[src/rtl/pipe_stage_reg.sv]
// Inter-stage pipeline latch: DEPTH stages of {valid, halt, ctrl, inst}
// with flush-to-bubble, halt lock and a saturating stall counter.
module pipe_stage_reg #(
  parameter int CTRL_W = 36,
  parameter int INST_W = 16,
  parameter int DEPTH  = 1,
  parameter logic [INST_W-1:0] NOP_INST = 16'h0800,
  parameter int CNT_W  = 8
) (
  input  logic              clk,
  input  logic              rst,
  input  logic              Stall,
  input  logic              Flush,
  input  logic              Valid_in,
  input  logic [CTRL_W-1:0] control_in,
  input  logic [INST_W-1:0] Inst_in,
  input  logic              Halt_in,
  output logic [CTRL_W-1:0] control_out,
  output logic [INST_W-1:0] Inst_out,
  output logic              Valid_out,
  output logic              Halt_out,
  output logic              Halted,
  output logic [CNT_W-1:0]  Stall_count
);

  logic              r_valid [DEPTH];
  logic              r_halt  [DEPTH];
  logic [CTRL_W-1:0] r_ctrl  [DEPTH];
  logic [INST_W-1:0] r_inst  [DEPTH];
  logic              r_halted;
  logic [CNT_W-1:0]  r_cnt;

  logic w_out_halt;
  logic w_hold;
  logic w_cnt_en;

  assign w_out_halt = r_valid[DEPTH-1] & r_halt[DEPTH-1];
  // Freeze as soon as a valid halt is visible so the halting
  // instruction stays on the outputs; Halted follows one edge later.
  assign w_hold   = Stall | r_halted | w_out_halt;
  assign w_cnt_en = Stall & r_valid[DEPTH-1] & ~Flush
                  & (r_cnt != {CNT_W{1'b1}});

  always_ff @(posedge clk) begin
    if (rst || Flush) begin
      for (int k = 0; k < DEPTH; k++) begin
        r_valid[k] <= 1'b0;
        r_halt[k]  <= 1'b0;
        r_ctrl[k]  <= '0;
        r_inst[k]  <= NOP_INST;
      end
    end else if (!w_hold) begin
      r_valid[0] <= Valid_in;
      r_halt[0]  <= Valid_in & Halt_in;
      r_ctrl[0]  <= Valid_in ? control_in : '0;
      r_inst[0]  <= Valid_in ? Inst_in : NOP_INST;
      for (int k = 1; k < DEPTH; k++) begin
        r_valid[k] <= r_valid[k-1];
        r_halt[k]  <= r_halt[k-1];
        r_ctrl[k]  <= r_ctrl[k-1];
        r_inst[k]  <= r_inst[k-1];
      end
    end
  end

  always_ff @(posedge clk) begin
    if (rst || Flush) begin
      r_halted <= 1'b0;
    end else if (w_out_halt) begin
      r_halted <= 1'b1;
    end
  end

  always_ff @(posedge clk) begin
    if (rst) begin
      r_cnt <= '0;
    end else if (w_cnt_en) begin
      r_cnt <= r_cnt + 1'b1;
    end
  end

  assign control_out = r_ctrl[DEPTH-1];
  assign Inst_out    = r_inst[DEPTH-1];
  assign Valid_out   = r_valid[DEPTH-1];
  assign Halt_out    = r_halt[DEPTH-1];
  assign Halted      = r_halted;
  assign Stall_count = r_cnt;

endmodule
[config.mk]
export PLATFORM = sky130hd
export DESIGN_NAME = pipe_stage_reg
export DESIGN_NICKNAME = d
export VERILOG_FILES = /design/src/rtl/pipe_stage_reg.sv
export SDC_FILE = /design/constraint.sdc
export NUM_CORES = 1
export LEC_CHECK = 0
export BUFFER_PORTS_ARGS = -buffer_cell sky130_fd_sc_hd__buf_2
export CAP_MARGIN = 15
export CORE_MARGIN = 3
export CORE_UTILIZATION = 47
export CTS_BUF_LIST = sky130_fd_sc_hd__clkbuf_4
export DETAILED_ROUTE_END_ITERATION = 12
export PLACE_DENSITY = 0.81
export SLEW_MARGIN = 30
export SYNTH_ARGS = -nofsm -noshare
export SYNTH_HDL_FRONTEND = slang
export SYNTH_SLANG_ARGS = --single-unit
[constraint.sdc]
create_clock -name clk -period 3.3 [get_ports clk]
set_input_delay 0.165 -clock clk [delete_from_list [all_inputs] [get_ports clk]]
set_output_delay 0.165 -clock clk [all_outputs]
set_load 0.01 [all_outputs]
==> results.json, run 1 <==
{
  "status": "finished, final reports clean",
  "coreArea_um2": 4911,
  "drv_slew": 0,
  "dieArea_um2": 6181,
  "hold_violations": 0,
  "cap_viol_max_count": 0,
  "postRouteAntennaNets": 0,
  "tns_ns": 0,
  "cts_hold_buffers": 1,
  "power_density_nw_per_um2": 456.2,
  "cts_resized": 0,
  "period_share": 0.5613,
  "worstPathMaxFanout": 31,
  "grt_max_degree": 55,
  "final_cell_mix": "120 x buf_2, 54 x edfxtp_1, 53 x and2_1",
  "cts_buffer_depth": 2,
  "hp-class": "in -> reg",
  "final_common_cell": "buf_2",
  "cp-end-kind": "flop",
  "routed_wirelength_mm": 5.056,
  "firstDrtPassIters": 4,
  "netlist.top_cell.by_area": "edfxtp_1",
  "yosys.area_share.simple": 0.1898,
  "critPathLaunchType": "flop",
  "synth-seq-cells": 63,
  "crit_required_ns": 3.38,
  "dr.first_iter.drc_count": 49,
  "drive_above_1_share": 0.4600,
  "avgViaCountPerCell": 4.711,
  "ir_worst_vdd_v": 0.0003214,
  "clk_pin_slew_ns": 0.10,
  "ys.flop_type": "edfxtp_1",
  "synth_top_area_share": 0.6542,
  "synth-adder-area-share": 0.005048,
  "wl_per_cell_um": 13.78,
  "ys_types": 32,
  "worstPathArrival_ns": 1.93,
  "path_class": "reg -> reg",
  "port_buffers": 120,
  "clock_latency_ns": 0.38,
  "remaining_drc_errors": 0,
  "yosysSeqAreaShare": 0.7269,
  "synthXorXnorAreaFrac": 0,
  "dieWidth_um": 78.62,
  "grt_pass1_vias": 1792,
  "max-slew-margin-rel": 0.5881,
  "start_util": 0.5047,
  "area_delta_synth_final_pct": 32.86,
  "synthTopCellsByArea": "edfxtp_1 65%, and2_1 13%, dfxtp_1 7.3%",
  "post-dp-hpwl_mm": 3.684,
  "num_vias": 1729,
  "ys_warn_count": 0,
  "io_pins": 121,
  "die_h_um": 78.62,
  "synth-edff-count": 54,
  "clock.fmax_ghz": 0.5398,
  "yosys-mux-area-fraction": 0.008582,
  "fin_crit_ns": 1.852,
  "syn_avg_cell_area_um2": 14.75,
  "htree_levels": 3,
  "synthArstFlopShare": 0,
  "grt_overflow_total": 0,
  "clock-root-buffer": "clkbuf_4",
  "synth_compound_area_frac": 0.04947,
  "r2r_slack_ns": 1.45,
  "synth_top_family_by_area": "simple AND/OR/NAND/NOR gates",
  "finClkSkew_ns": 0.01047,
  "fin_hold_ws_ns": 0.05546,
  "power.leakage_uw": 0.001590,
  "synth_area_um2": 2479,
  "worst_pin_slew_ns": 0.6179,
  "setup_viol": 0,
  "grtUsageTotal": 0.1736,
  "synthesis.nets": 227,
  "grt_pass1_wl_mm": 7.990,
  "clkSinkCount": 63,
  "cts_tree": "done",
  "fp-row-count": 25,
  "grt_setup_unrepaired": "no",
  "antenna_cells": 0,
  "gp_congestion": 0.8085,
  "finalNetCount": 354,
  "antenna_found_initial": 0,
  "post_cts_buffers": 0,
  "netlist_instances": 168,
  "cts-buffers-inserted": 9
}
## Yosys cell counts (all sizes together), types with 2 or more instances
library cell,n
a31oi,2
and2,53
nor3,2
buf,7
nand2,2
dfxtp,9
and3,3
nor2,5
edfxtp,54
nand2b,4
a211oi,7
a21oi,3
## routing by layer
layer	vias to the layer above	share of wire	track usage	wire (µm)
li1	860	-	-	-
met1	779	0.37	0.1770	1861
met2	86	0.50	0.2810	2547
met3	4	0.12	0.09060	607
met4	0	0.0079	0.1049	40
met5	-	0	0	0
## critical path, stage by stage, from the launching register on
cell and delay (ns):
edfxtp_1 0.48, a211oi_2 0.23, nand2b_2 0.56, buf_12 0.28
## report_power, final
group	switching [µW]	leakage [µW]	internal (µW)	total (µW)
combinational	59.8	0.000821	58.3	118
clock	249	0.0000727	230	479
sequential	9.86	0.000696	895	905
## flip-flops by register name, summed over array words and instances (netlist names)
signal,count
r_ctrl,36
r_inst,16
Stall_count,8
Halted,1
r_halt,1
r_valid,1
## final timing paths
check	from	endpoint	cells after the start
worst min-delay path	Inst_in[13]	r_inst[0][13]$_SDFFCE_PN0P_	2
worst max-delay path	r_valid[0]$_DFFE_PP_	r_ctrl[0][20]$_SDFFCE_PN0P_	3
worst max register to register	r_valid[0]$_DFFE_PP_	r_ctrl[0][20]$_SDFFCE_PN0P_	3
worst min register to register	Halted$_SDFFE_PP0P_	Halted$_SDFFE_PP0P_	2
## logic make-up after synthesis
family,Yosys count
AND/OR/NAND/NOR,77
flip-flops,63
AO/OA/AOI/OAI,16
multiplexers,2
buffers and inverters,9
adder cells (fa/ha/maj),1
## per-stage QoR
stage / cells / utilization / setup slack (ns) / total power (µW) / cell area, µm²
2_1_floorplan: 168 / - / 0.8152 / 970.2 / 2479
3_3_place_gp: 349 / 0.6408 / 1.496 / 1040 / 3147
3_5_place_dp: 349 / 0.6408 / 1.426 / 1043 / 3147
4_1_cts: 366 / 0.6685 / 1.404 / 1527 / 3283
5_1_grt: 367 / 0.6706 / 1.305 / 1583 / 3293
6_report: 367 / 0.6706 / 1.448 / 1502 / 3293
## area by class of cell
| class | instances | area [µm²] |
|---|---|---|
| flip-flops and latches | 63 | 1802 |
| fillers | 397 | 1618 |
| repair buffers | 124 | 648.1 |
| multi-input cells | 96 | 629.4 |
| well taps | 67 | 83.83 |
| clock buffers | 10 | 75.07 |
| clock inverters | 6 | 51.30 |
| inverters | 1 | 3.754 |
(Power assumes the default switching activity.)
==> run 2: changes to the inputs <==
--- a/config.mk
+++ b/config.mk
@@ -8,10 +8,10 @@
 export BUFFER_PORTS_ARGS = -buffer_cell sky130_fd_sc_hd__buf_2
 export CAP_MARGIN = 15
 export CORE_MARGIN = 3
-export CORE_UTILIZATION = 47
+export CORE_UTILIZATION = 43
 export CTS_BUF_LIST = sky130_fd_sc_hd__clkbuf_4
 export DETAILED_ROUTE_END_ITERATION = 12
-export PLACE_DENSITY = 0.81
+export PLACE_DENSITY = 0.78
 export SLEW_MARGIN = 30
 export SYNTH_ARGS = -nofsm -noshare
 export SYNTH_HDL_FRONTEND = slang
==> constraint.sdc (replaced) <==
create_clock -name clk -period 1.52 [get_ports clk]
set_input_delay 0.076 -clock clk [delete_from_list [all_inputs] [get_ports clk]]
set_output_delay 0.076 -clock clk [all_outputs]
set_load 0.01 [all_outputs]
==> run 2 against run 1 <==
Net effect:
- final area is 18% higher
- first-iteration DRC count grew 27%
- core utilization increased by 2.8 points
- non-clock buffer count grew 59
- sequential cell count unchanged
- global-route usage increased by 1.1 points
- final cell count rose by 17%
- maximum frequency up 30%
- clock power rose by 74%
- worst setup slack worse by 1.4 ns
- sequential power grew 120%
- critical path type unchanged
- largest cell class unchanged
- largest power group unchanged
==> results.json, run 2 (synthesized netlist as in run 1, its figures left out) <==
{
  "status": "finished, final reports clean",
  "power_density_nw_per_um2": 823.0,
  "ir_worst_vdd_v": 0.0005776,
  "htree_levels": 3,
  "crit_required_ns": 1.65,
  "routed_wirelength_mm": 5.967,
  "timing.hold.worst.start": "rst",
  "antenna_found_initial": 0,
  "dp_cells": 360,
  "largest-register": "r_ctrl",
  "gp_congestion": 0.8298,
  "cap_viol_max_count": 0,
  "critical_path.top_delay_family": "flip-flops",
  "holdPathStages": 3,
  "post-dp-hpwl_mm": 3.765,
  "start_util": 0.4474,
  "crit_chain": "a211oi_2, and3_1, buf_4, nand2b_1",
  "coreArea_um2": 5540,
  "final_cell_mix": "120 x buf_2, 54 x dlygate4sd3_1, 54 x edfxtp_1",
  "hold_violations": 0,
  "place_worst_setup_slack_ns": 0.03224,
  "firstDrtPassIters": 4,
  "r2r_slack_ns": 0.09,
  "final_common_cell": "buf_2",
  "fin_crit_ns": 1.427,
  "avgViaCountPerCell": 4.599,
  "num_vias": 1973,
  "largest_reg_flops": 36,
  "cp-end-kind": "flop",
  "cts_buffer_depth": 2,
  "grt_setup_unrepaired": "yes",
  "post-route-util": 0.6985,
  "cts-buffers-inserted": 9,
  "drv_slew": 0,
  "dieWidth_um": 81.92,
  "power.leakage_uw": 0.001840,
  "period_share": 0.9385,
  "area_delta_synth_final_pct": 56.13,
  "r2r-start": "r_halt[0]$_DFFE_PP_",
  "num-fill-cells": 402,
  "clkSinkCount": 63,
  "grt_pass1_vias": 1991,
  "postRouteAntennaNets": 0,
  "r2r_end": "r_inst[0][11]$_SDFFCE_PN1P_",
  "worst_pin_slew_ns": 0.2423,
  "clock-root-buffer": "clkbuf_4",
  "io_pins": 121,
  "setup_viol": 0,
  "ff_latch_area_um2": 1803,
  "cp_slowest_cell": "edfxtp_1",
  "clk_pin_slew_ns": 0.10,
  "worstPathMaxFanout": 26,
  "dr.first_iter.drc_count": 62,
  "r2r_cells": 4,
  "layout.cells.non_filler": 429,
  "port_buffers": 120,
  "worstPathArrival_ns": 1.56,
  "dieArea_um2": 6711,
  "multiInputGateArea_um2": 636.9,
  "hp-class": "in -> reg",
  "max-slew-margin-rel": 0.8370,
  "antenna_cells": 0,
  "clock.fmax_ghz": 0.7010,
  "grtUsageTotal": 0.1846,
  "grt_overflow_total": 0,
  "finalNetCount": 413,
  "path_class": "reg -> reg",
  "fp-row-count": 27,
  "max_stage_delay_ns": 0.42,
  "cts_tree": "done",
  "drive_above_1_share": 0.4034,
  "grt_pass1_wl_mm": 9.052,
  "tns_ns": 0,
  "wl_per_cell_um": 13.91,
  "critPathLaunchType": "flop",
  "timing.final.ws_setup_ns": 0.09344,
  "clock_latency_ns": 0.38,
  "grt_max_degree": 29,
  "die_h_um": 81.92,
  "whs_endpoint": "Stall_count[2]$_SDFFE_PP0P_",
  "finClkSkew_ns": 0.01400,
  "path_buf_inv": 1,
  "remaining_drc_errors": 0
}
==> run 2: routing by layer <==
metal	vias to the layer above	GRT usage	wire [µm]
met3	10	0.05482	466
met4	0	0.09468	100
met5	-	0	0
met1	888	0.2040	2370
li1	983	-	-
met2	92	0.3199	3030
==> run 2: what timing repair did <==
item	4_1_cts	5_1_grt
endpoints found under the hold margin	54	0
endpoints found under the setup margin	0	22
gates resized for setup	0	3
hold buffers	54	0
buffers inserted	0	1
==> run 2: worst max path at each step <==
stage | startpoint | to | depth (start not counted)
after floorplan | r_valid[0]$_DFFE_PP_ | r_ctrl[0][0]$_SDFFCE_PN0P_ | 2
after CTS | Stall_count[0]$_SDFFE_PP0P_ | Stall_count[0]$_SDFFE_PP0P_ | 4
after detailed placement | Stall_count[0]$_SDFFE_PP0P_ | Stall_count[0]$_SDFFE_PP0P_ | 4
after global routing | r_halt[0]$_DFFE_PP_ | r_ctrl[0][26]$_SDFFCE_PN0P_ | 4
after global placement | Stall_count[0]$_SDFFE_PP0P_ | Stall_count[0]$_SDFFE_PP0P_ | 4
final | r_halt[0]$_DFFE_PP_ | r_inst[0][11]$_SDFFCE_PN1P_ | 4
==> run 2: where the power goes <==
part	leakage, µW	switching (µW)	internal (µW)	total [µW]
Clock	0.0000523	518	317	835
Sequential	0.000696	20.4	1940	1960
Combinational	0.00109	157	229	386
Total	0.00184	696	2490	3180
==> run 2: tightest hold or removal path: cells and delay by family <==
kind            cells  cell delay, ns
buf+inv             2            0.25
compound gates      1            0.05
==> run 2: per-stage QoR <==
step | power, µW | hold WS [ns] | instance area, µm²
2_1_floorplan | 2106 | 0.1553 | 2486
3_3_place_gp | 2274 | 0.2968 | 3228
3_5_place_dp | 2279 | 0.2995 | 3228
4_1_cts | 3223 | 0.002672 | 3859
5_1_grt | 3348 | 0.02771 | 3870
6_report | 3185 | 0.04143 | 3870
==> run 2: layout make-up <==
class,count,share of cell area
Sequential cell,63,0.4659
Timing Repair Buffer,183,0.3220
Multi-Input combinational cell,96,0.1646
Tap cell,72,0.02328
Clock buffer,10,0.01940
Clock inverter,4,0.003880
Inverter,1,0.0009699
==> run 3: changes to the inputs <==
--- a/config.mk
+++ b/config.mk
@@ -7,11 +7,14 @@
 export LEC_CHECK = 0
 export BUFFER_PORTS_ARGS = -buffer_cell sky130_fd_sc_hd__buf_2
 export CAP_MARGIN = 15
+export CELL_PAD_IN_SITES_DETAIL_PLACEMENT = 1
+export CELL_PAD_IN_SITES_GLOBAL_PLACEMENT = 1
 export CORE_MARGIN = 3
-export CORE_UTILIZATION = 43
+export CORE_UTILIZATION = 33
 export CTS_BUF_LIST = sky130_fd_sc_hd__clkbuf_4
 export DETAILED_ROUTE_END_ITERATION = 12
-export PLACE_DENSITY = 0.78
+export GPL_TIMING_DRIVEN = 0
+export PLACE_DENSITY_LB_ADDON = 0.1
 export SLEW_MARGIN = 30
 export SYNTH_ARGS = -nofsm -noshare
 export SYNTH_HDL_FRONTEND = slang
==> run 3 against run 2 <==
Net effect:
- the run now ends with setup timing left
- hold slack gained 0.048 ns
- register-to-register slack lost 0.14 ns
- combinational power grew 9.8%
- final cell count is 8.4% higher
- clock skew down 0.0032 ns
- non-clock buffer count grew 7
- power up 9.3%
- clock power rose by 31%
- via count grew 4.5%
- final area increased by 5.4%
- die area is 28% higher
- critical path type unchanged
- critical endpoint is now r_ctrl[0][31]$_SDFFCE_PN0P_
- highest routed layer unchanged
==> results.json, run 3 (synthesized netlist as in run 1, its figures left out) <==
{
  "worstPathMaxFanout": 6,
  "status": "finished, violations left",
  "firstDrtPassIters": 4,
  "grt_max_degree": 28,
  "area_delta_synth_final_pct": 64.61,
  "finClkSkew_ns": 0.01080,
  "fin_crit_ns": 1.562,
  "grt_pass1_vias": 2235,
  "cts_tree": "done",
  "r2r_cells": 4,
  "num-fill-cells": 753,
  "hp-class": "in -> reg",
  "clkSinkCount": 63,
  "cap_viol_max_count": 0,
  "gp_congestion": 0.7684,
  "largest-register": "r_ctrl",
  "cp-end-kind": "flop",
  "start_util": 0.3531,
  "critPathLaunchType": "flop",
  "die_h_um": 92.67,
  "worstPathArrival_ns": 1.82,
  "violations": "setup timing",
  "final_common_cell": "buf_2",
  "dieWidth_um": 92.67,
  "coreArea_um2": 7019,
  "fp-row-count": 30,
  "drive_above_1_share": 0.4770,
  "remaining_drc_errors": 0,
  "final_cell_mix": "120 x buf_2, 54 x dlygate4sd3_1, 54 x edfxtp_1",
  "critical_path.top_delay_family": "simple AND/OR/NAND/NOR gates",
  "multiInputGateArea_um2": 744.5,
  "drv_slew": 0,
  "num_vias": 2061,
  "max-slew-margin-rel": 0.4515,
  "dr.first_iter.drc_count": 51,
  "grtUsageTotal": 0.1739,
  "grt_pass1_wl_mm": 11.19,
  "routed_wirelength_mm": 7.636,
  "crit_required_ns": 1.78,
  "dpl-instance-area_um2": 3207,
  "cts_buffer_depth": 2,
  "worst_pin_slew_ns": 0.8197,
  "htree_levels": 3,
  "max_stage_delay_ns": 0.44,
  "hold_violations": 0,
  "setup_viol": 74,
  "post-dp-hpwl_mm": 4.355,
  "clock.fmax_ghz": 0.6402,
  "path_buf_inv": 1,
  "postRouteAntennaNets": 0,
  "ff_latch_area_um2": 1807,
  "power.leakage_uw": 0.001920,
  "timing.final.ws_setup_ns": -0.04200,
  "finalInstanceArea_um2": 4080,
  "grt_setup_unrepaired": "yes",
  "cts-buffers-inserted": 9,
  "cp.depth": 4,
  "power_density_nw_per_um2": 853.5,
  "wl_per_cell_um": 16.42,
  "grt_overflow_total": 0,
  "clock-root-buffer": "clkbuf_4",
  "clk_pin_slew_ns": 0.11,
  "p_total_uw": 3482,
  "place_worst_setup_slack_ns": -0.2278,
  "post-route-util": 0.5813,
  "largest_reg_flops": 36,
  "path_class": "reg -> reg",
  "period_share": 1.028,
  "dieArea_um2": 8587,
  "tns_ns": -1.286,
  "cp_slowest_cell": "edfxtp_1",
  "finalNetCount": 424,
  "antenna_found_initial": 0,
  "ir_worst_vdd_v": 0.0007624,
  "holdPathStages": 3,
  "crit_chain": "a211oi_4, and3_4, buf_4, and2_1",
  "clock_latency_ns": 0.39,
  "avgViaCountPerCell": 4.432,
  "port_buffers": 120,
  "io_pins": 121,
  "antenna_cells": 0
}
-- run 3: cell count changes in the layout (fill, tap and decap cells not counted), sizes merged --
cell / previous run / this run
clkbuf: 10 / 11
clkinv: 4 / 3
nand2b: 4 / 7
and3: 3 / 4
clkinvlp: 0 / 1
buf: 129 / 135
bufinv: 0 / 1
-- run 3: layer usage --
| metal | share of wire | vias to the layer above | track usage |
|---|---|---|---|
| met2 | 0.56 | 77 | 0.3347 |
| met3 | 0.066 | 7 | 0.05118 |
| met5 | 0 | - | 0 |
| met4 | 0.010 | 0 | 0.06960 |
| li1 | - | 1008 | - |
| met1 | 0.36 | 969 | 0.1724 |
-- run 3: layout make-up --
cell class              count  share of cell area
flip-flops and latches     63              0.4428
well taps                  96             0.02944
clock buffers              10             0.01840
inverters                   1           0.0009200
plain buffers               7             0.01656
clock inverters             5             0.01227
multi-input cells         100              0.1825
repair buffers            183              0.2971
-- run 3: timing repair --
item                                    CTS  global route
cloned                                    2             4
pin swaps                                 8            11
hold buffers                             54             0
endpoints found under the setup margin   95           109
resized for setup                        20            19
hold endpoints to repair                 54             0
setup buffers                             3             4
-- run 3: worst paths after layout --
check	to	slack [ns]	from
hold reg to reg	Stall_count[1]$_SDFFE_PP0P_	0.52	Stall_count[1]$_SDFFE_PP0P_
setup / recovery	r_ctrl[0][31]$_SDFFCE_PN0P_	-0.04	r_halt[0]$_DFFE_PP_
setup reg to reg	r_ctrl[0][31]$_SDFFCE_PN0P_	-0.04	r_halt[0]$_DFFE_PP_
hold / removal	Stall_count[0]$_SDFFE_PP0P_	0.09	rst
-- run 3: power by group --
group | switching (µW) | internal, µW | total (µW)
Clock | 594 | 499 | 1090
Sequential | 22.9 | 1940 | 1970
Combinational | 181 | 243 | 424
-- run 3: worst reg2reg max path: cells and delay by family, from the launching register on --
kind,cells,cell delay (ns)
AOI/OAI and AO/OA,1,0.38
and+or+nand+nor,2,0.45
buffers and inverters,1,0.16
DFF,1,0.44
-- run 3: per-stage QoR --
step | hold WS, ns | instances
CTS | 0.01499 | 458
global placement | 0.3022 | 384
detailed placement | 0.3040 | 384
finish | 0.08980 | 465
global route | 0.09421 | 465
floorplan | 0.1553 | 168
